File: src/rtl/plusarg_timeout_watchdog.sv
// plusarg_timeout_watchdog
// Simulation watchdog fed by a plusarg-derived cycle limit. It counts prescaled
// ticks while enabled, restarts on a progress kick, warns when the count nears
// the limit and latches a sticky expiry when the limit is reached. A limit of
// zero parks the block in DISABLED until the harness pulses clear.

module plusarg_timeout_watchdog #(
  parameter int unsigned PRESCALE_LOG2 = 0,
  parameter int unsigned WARN_SHIFT    = 3
) (
  input  logic        clock,
  input  logic        reset_n,
  input  logic [31:0] limit,
  input  logic        enable,
  input  logic        kick,
  input  logic        clear,
  output logic [31:0] count,
  output logic        warn,
  output logic        expired,
  output logic [2:0]  state
);

  typedef enum logic [2:0] {
    ST_LOAD     = 3'd0,
    ST_ARMED    = 3'd1,
    ST_WARN     = 3'd2,
    ST_EXPIRED  = 3'd3,
    ST_DISABLED = 3'd4
  } state_t;

  // The prescaler needs at least one bit even when no prescaling is requested;
  // with PRESCALE_LOG2 == 0 its terminal value is 0, so it never leaves 0 and
  // every enabled cycle is a tick.
  localparam int unsigned   PW       = (PRESCALE_LOG2 > 0) ? PRESCALE_LOG2 : 1;
  localparam logic [PW-1:0] PRE_LAST = PW'((32'd1 << PRESCALE_LOG2) - 32'd1);

  state_t        state_q;
  logic [31:0]   count_q;
  logic [31:0]   limit_q;
  logic [31:0]   thr_q;
  logic [PW-1:0] prescaler_q;
  logic          warn_q;
  logic          expired_q;

  logic          pre_wrap;
  logic [PW-1:0] pre_next;
  logic          tick;
  logic [32:0]   count_inc;
  logic          hit_limit;
  logic          hit_thr;
  logic [31:0]   load_thr;

  // Tick generation and the compares against the sampled limit and threshold;
  // the compares are done one bit wider so count+1 can never wrap.
  always_comb begin
    pre_wrap  = (prescaler_q == PRE_LAST);
    pre_next  = pre_wrap ? '0 : (prescaler_q + PW'(1));
    tick      = enable && pre_wrap;
    count_inc = {1'b0, count_q} + 33'd1;
    hit_limit = (count_inc >= {1'b0, limit_q});
    hit_thr   = (count_inc >= {1'b0, thr_q});
    load_thr  = limit - (limit >> WARN_SHIFT);
  end

  // Watchdog state machine; every output is a register updated here.
  always_ff @(posedge clock or negedge reset_n) begin
    if (!reset_n) begin
      state_q     <= ST_LOAD;
      count_q     <= '0;
      limit_q     <= '0;
      thr_q       <= '0;
      prescaler_q <= '0;
      warn_q      <= 1'b0;
      expired_q   <= 1'b0;
    end else begin
      case (state_q)
        ST_LOAD: begin
          limit_q     <= limit;
          thr_q       <= load_thr;
          count_q     <= '0;
          prescaler_q <= '0;
          warn_q      <= 1'b0;
          expired_q   <= 1'b0;
          state_q     <= (limit == 32'd0) ? ST_DISABLED : ST_ARMED;
        end

        ST_ARMED, ST_WARN: begin
          if (kick) begin
            count_q     <= '0;
            prescaler_q <= '0;
            warn_q      <= 1'b0;
            state_q     <= ST_ARMED;
          end else begin
            if (enable) begin
              prescaler_q <= pre_next;
            end
            if (tick) begin
              if (hit_limit) begin
                count_q   <= limit_q;
                warn_q    <= 1'b1;
                expired_q <= 1'b1;
                state_q   <= ST_EXPIRED;
              end else if (hit_thr) begin
                count_q <= count_inc[31:0];
                warn_q  <= 1'b1;
                state_q <= ST_WARN;
              end else begin
                count_q <= count_inc[31:0];
              end
            end
          end
        end

        ST_EXPIRED: begin
          if (clear) begin
            count_q     <= '0;
            prescaler_q <= '0;
            warn_q      <= 1'b0;
            expired_q   <= 1'b0;
            state_q     <= ST_LOAD;
          end
        end

        ST_DISABLED: begin
          count_q     <= '0;
          prescaler_q <= '0;
          warn_q      <= 1'b0;
          expired_q   <= 1'b0;
          if (clear) begin
            state_q <= ST_LOAD;
          end
        end

        default: begin
          count_q     <= '0;
          prescaler_q <= '0;
          warn_q      <= 1'b0;
          expired_q   <= 1'b0;
          state_q     <= ST_LOAD;
        end
      endcase
    end
  end

  assign count   = count_q;
  assign warn    = warn_q;
  assign expired = expired_q;
  assign state   = state_q;

endmodule

File: config.mk
export PLATFORM = sky130hd
export DESIGN_NAME = plusarg_timeout_watchdog
export DESIGN_NICKNAME = d
export VERILOG_FILES = /design/src/rtl/plusarg_timeout_watchdog.sv
export SDC_FILE = /design/constraint.sdc
export NUM_CORES = 1
export LEC_CHECK = 0
export BUFFER_PORTS_ARGS = -buffer_cell sky130_fd_sc_hd__buf_2
export CAP_MARGIN = 20
export CORE_MARGIN = 2
export CORE_UTILIZATION = 60
export CTS_CLUSTER_SIZE = 14
export DETAILED_ROUTE_END_ITERATION = 12
export PLACE_DENSITY = 0.8
export SKIP_LAST_GASP = 1
export SYNTH_ARGS = -nofsm -noshare
export SYNTH_HDL_FRONTEND = slang
export SYNTH_SLANG_ARGS = --single-unit
File: constraint.sdc
create_clock -name clock -period 11.2 [get_ports clock]
set_input_delay 3.36 -clock clock [delete_from_list [all_inputs] [get_ports clock]]
set_output_delay 3.36 -clock clock [all_outputs]
set_load 0.1 [all_outputs]
==> flow_summary.toml <==
[outcome]
status = "finished, final reports clean"

[power_and_ir_drop]
p_seq_share_pct = 37.4
leakagePower_nw = 4.45
pwr_density_cell_nw_per_um2 = 174
intPower_uw = 890
power_frac_comb_pct = 42.0
clockPowerShare_pct = 20.6
p_sw_share_pct = 41.8
power.switching_uw = 638
peakVddDrop_mv = 0.0875

[setup_path]
endpoint_kind = "flip-flop"
critPathLaunchType = "flip-flop"
cp.arrival_ns = 6.13
path_max_fanout = 57
critPathKind = "flip-flop to flip-flop"
required_ns = 11.46

[sta]
max_slew_margin_pct = 37.9
worstMarginPinSlew_ns = 0.929
max_freq_mhz = 170
final_max_slew_viol_count = 0
fin_skew_ns = 0.00670
fin_setup_tns_ns = 0
fin_crit_sh_pct = 52.4
setup_viol = 0
grt_setup_unrepaired = "no"
hold_viol_final = 0
period_needed_ns = 5.87
worst_hold_slack_ns = 0.483

[yosys]
yosysMostFrequentCell = "nand2_1"
synth_seq_cells = 101
ys_seq_area_share_pct = 31.4
yosysWarnings = 0
avgSynthCellArea_um2 = 8.27
synthArstFlopShare_pct = 100
synth_area_leader_cell = "dfrtp_1"
synth_cells = 972
synth-edff-count = 0
ys_top_cells_by_count = "nand2_1, inv_1, dfrtp_1, ha_1, o21ai_0"
ys_top_cells_by_area = "dfrtp_1, ha_1, o21ai_0"
yosysUniqueCellTypes = 64
synth_ff_type = "dfrtp_1"
postSynthNetCount = 1104
synth_area_um2 = 8040
synth_top_area_share_pct = 31.4

[clocking]
numCtsBuffers = 9
postCtsSetupRepairBufs = 0
clk_pin_slew_ns = 0.07
cts_buffer_depth = 2
cts.sinks = 101
cts_tree = "done"
cts_root_buffer = "clkbuf_16"
insertion_delay_ns = 0.34
cts-hold-fix-buffers = 0
htreeDepth = 3
ctsResizeCount = 0

[die]
core_um2 = 13200
die_area_um2 = 14300
die-width_um = 120
start_util_pct = 61.0
die_y_um = 120
io_pins = 74
core.rowCount = 42

[drt]
wl_per_cell_um = 17.4
drc = 0
first_iter_violations = 767
routed_wl_mm = 21.0
firstDrtPassIters = 5
vias_per_cell = 6.04
ant_nets = 0
num_vias = 7273

[finish]
fill_cells = 1108
syn_to_final_growth_pct = 9.40
final_area_um2 = 8800
layout.cells.non_filler = 1204
nets = 1156
fin_util_pct = 66.7
drive_gt1_share_pct = 10.7
n_antenna_cell = 0

[placement]
dpl.hpwl_mm = 15.6
dpl.cell_count = 1189
gp_congestion = 0.927
port-buffer-count = 73
placed_area_um2 = 8500

[global_routing]
grt_max_degree = 69
overflow = 0
grt_pass1_wl_mm = 34.2
first_global_vias = 6727
grt_antenna_before_repair = 0
grtUsageTotal_pct = 29.9

[job]
maxCapViolations = 0

[hold_path]
hp-class = "flip-flop to flip-flop"
[per-stage QoR]
| stage | total power, mW | setup slack [ns] |
|---|---|---|
| 2_1_floorplan | 1.02 | 5.71 |
| 3_3_place_gp | 1.17 | 5.33 |
| 3_5_place_dp | 1.20 | 5.22 |
| 4_1_cts | 1.52 | 5.43 |
| 5_1_grt | 1.64 | 5.08 |
| 6_report | 1.53 | 5.33 |
[registers in the layout, indices dropped and copies added (netlist names)]
register  flops
limit_q      32
warn          1
count        32
state         3
expired       1
thr_q        32
[layer usage]
metal / track usage (%) / wire [um] / vias to the layer above
li1: - / - / 3523
met1: 45.3 / 9850 / 3434
met2: 43.0 / 9010 / 283
met3: 4.99 / 1630 / 33
met4: 10.3 / 502 / 0
met5: 0 / 0 / -
[cells in the final DEF, fill, tap and decap left out, drive strengths merged, types with 2 or more instances in the layout]
cell type	synthesis	routed
nand3b	5	5
nor2	36	36
nand4	19	19
a21boi	2	2
nor3	27	27
nand2b	9	9
buf	9	77
nor3b	9	9
nor4	15	15
inv	105	105
nor2b	6	6
nand2	118	118
a21oi	64	64
clkbuf	27	14
mux2i	20	20
a211oi	5	5
o22ai	4	4
and3	11	11
a221o	2	2
ha	94	94
dfrtp	101	101
xnor2	31	31
o21ai	113	113
o31a	4	4
a21o	30	30
o31ai	7	7
o21a	3	3
or2	5	5
or4	3	3
o211ai	3	3
xor2	23	23
a31oi	5	5
o2bb2ai	3	3
o21bai	8	8
nor4b	3	3
and4	2	2
nand3	26	26
or3	2	2
[power groups by stage]
stage                     Sequential [mW]  Combinational (mW)  Clock (mW)
after floorplan                     0.587               0.438           0
final                               0.572               0.642       0.314
after global placement              0.569               0.604           0
after global routing                0.586               0.724       0.333
after detailed placement            0.575               0.623           0
after CTS                           0.569               0.631       0.316
[layout make-up]
| class | count | area [um^2] | share of cell area, % |
|---|---|---|---|
| multi-input cells | 730 | 4960 | 56.4 |
| inverters | 105 | 394 | 4.48 |
| flip-flops and latches | 101 | 2530 | 28.7 |
| clock inverters | 1 | 30.0 | 0.341 |
| well taps | 176 | 220 | 2.50 |
| clock buffers | 14 | 264 | 3.00 |
| repair buffers | 77 | 398 | 4.52 |
[critical path, stage by stage, from the launching register on]
cell	delay, ns
dfrtp_1	0.54
ha_1	0.37
nand4_1	0.24
nor4_4	0.49
nand2b_1	0.31
nor2_2	0.24
nand3_2	0.16
nor3_2	0.25
xor2_1	0.37
ha_1	0.33
and3_1	0.21
a221o_1	0.36
a221o_1	0.31
a31oi_1	0.14
o21ai_1	0.09
or3_4	0.66
nor2_1	0.42
a21oi_1	0.12
o22ai_1	0.16
[logic make-up (layout without fill, tap and decap cells)]
group | Yosys count | after routing | synth area share (%)
simple gates | 297 | 297 | 18.6
compound gates | 263 | 263 | 19.5
buf+inv | 141 | 197 | 7.06
flops | 101 | 101 | 31.4
fa+ha+maj | 95 | 95 | 14.9
xor+xnor | 54 | 54 | 5.88
mux | 21 | 21 | 2.63
[final timing paths]
kind	start	to	slack, ns	depth (start not counted)
min	thr_q[4]$_DFFE_PN0P_	thr_q[4]$_DFFE_PN0P_	0.48	2
max	count[0]$_DFFE_PN0P_	count[7]$_DFFE_PN0P_	5.33	18
min in group asynchronous	reset_n	thr_q[7]$_DFFE_PN0P_	2.99	1
min reg2reg	thr_q[4]$_DFFE_PN0P_	thr_q[4]$_DFFE_PN0P_	0.48	2
max reg2reg	count[0]$_DFFE_PN0P_	count[7]$_DFFE_PN0P_	5.33	18
max in group asynchronous	reset_n	thr_q[24]$_DFFE_PN0P_	7.03	2
(Power assumes the default switching activity.)
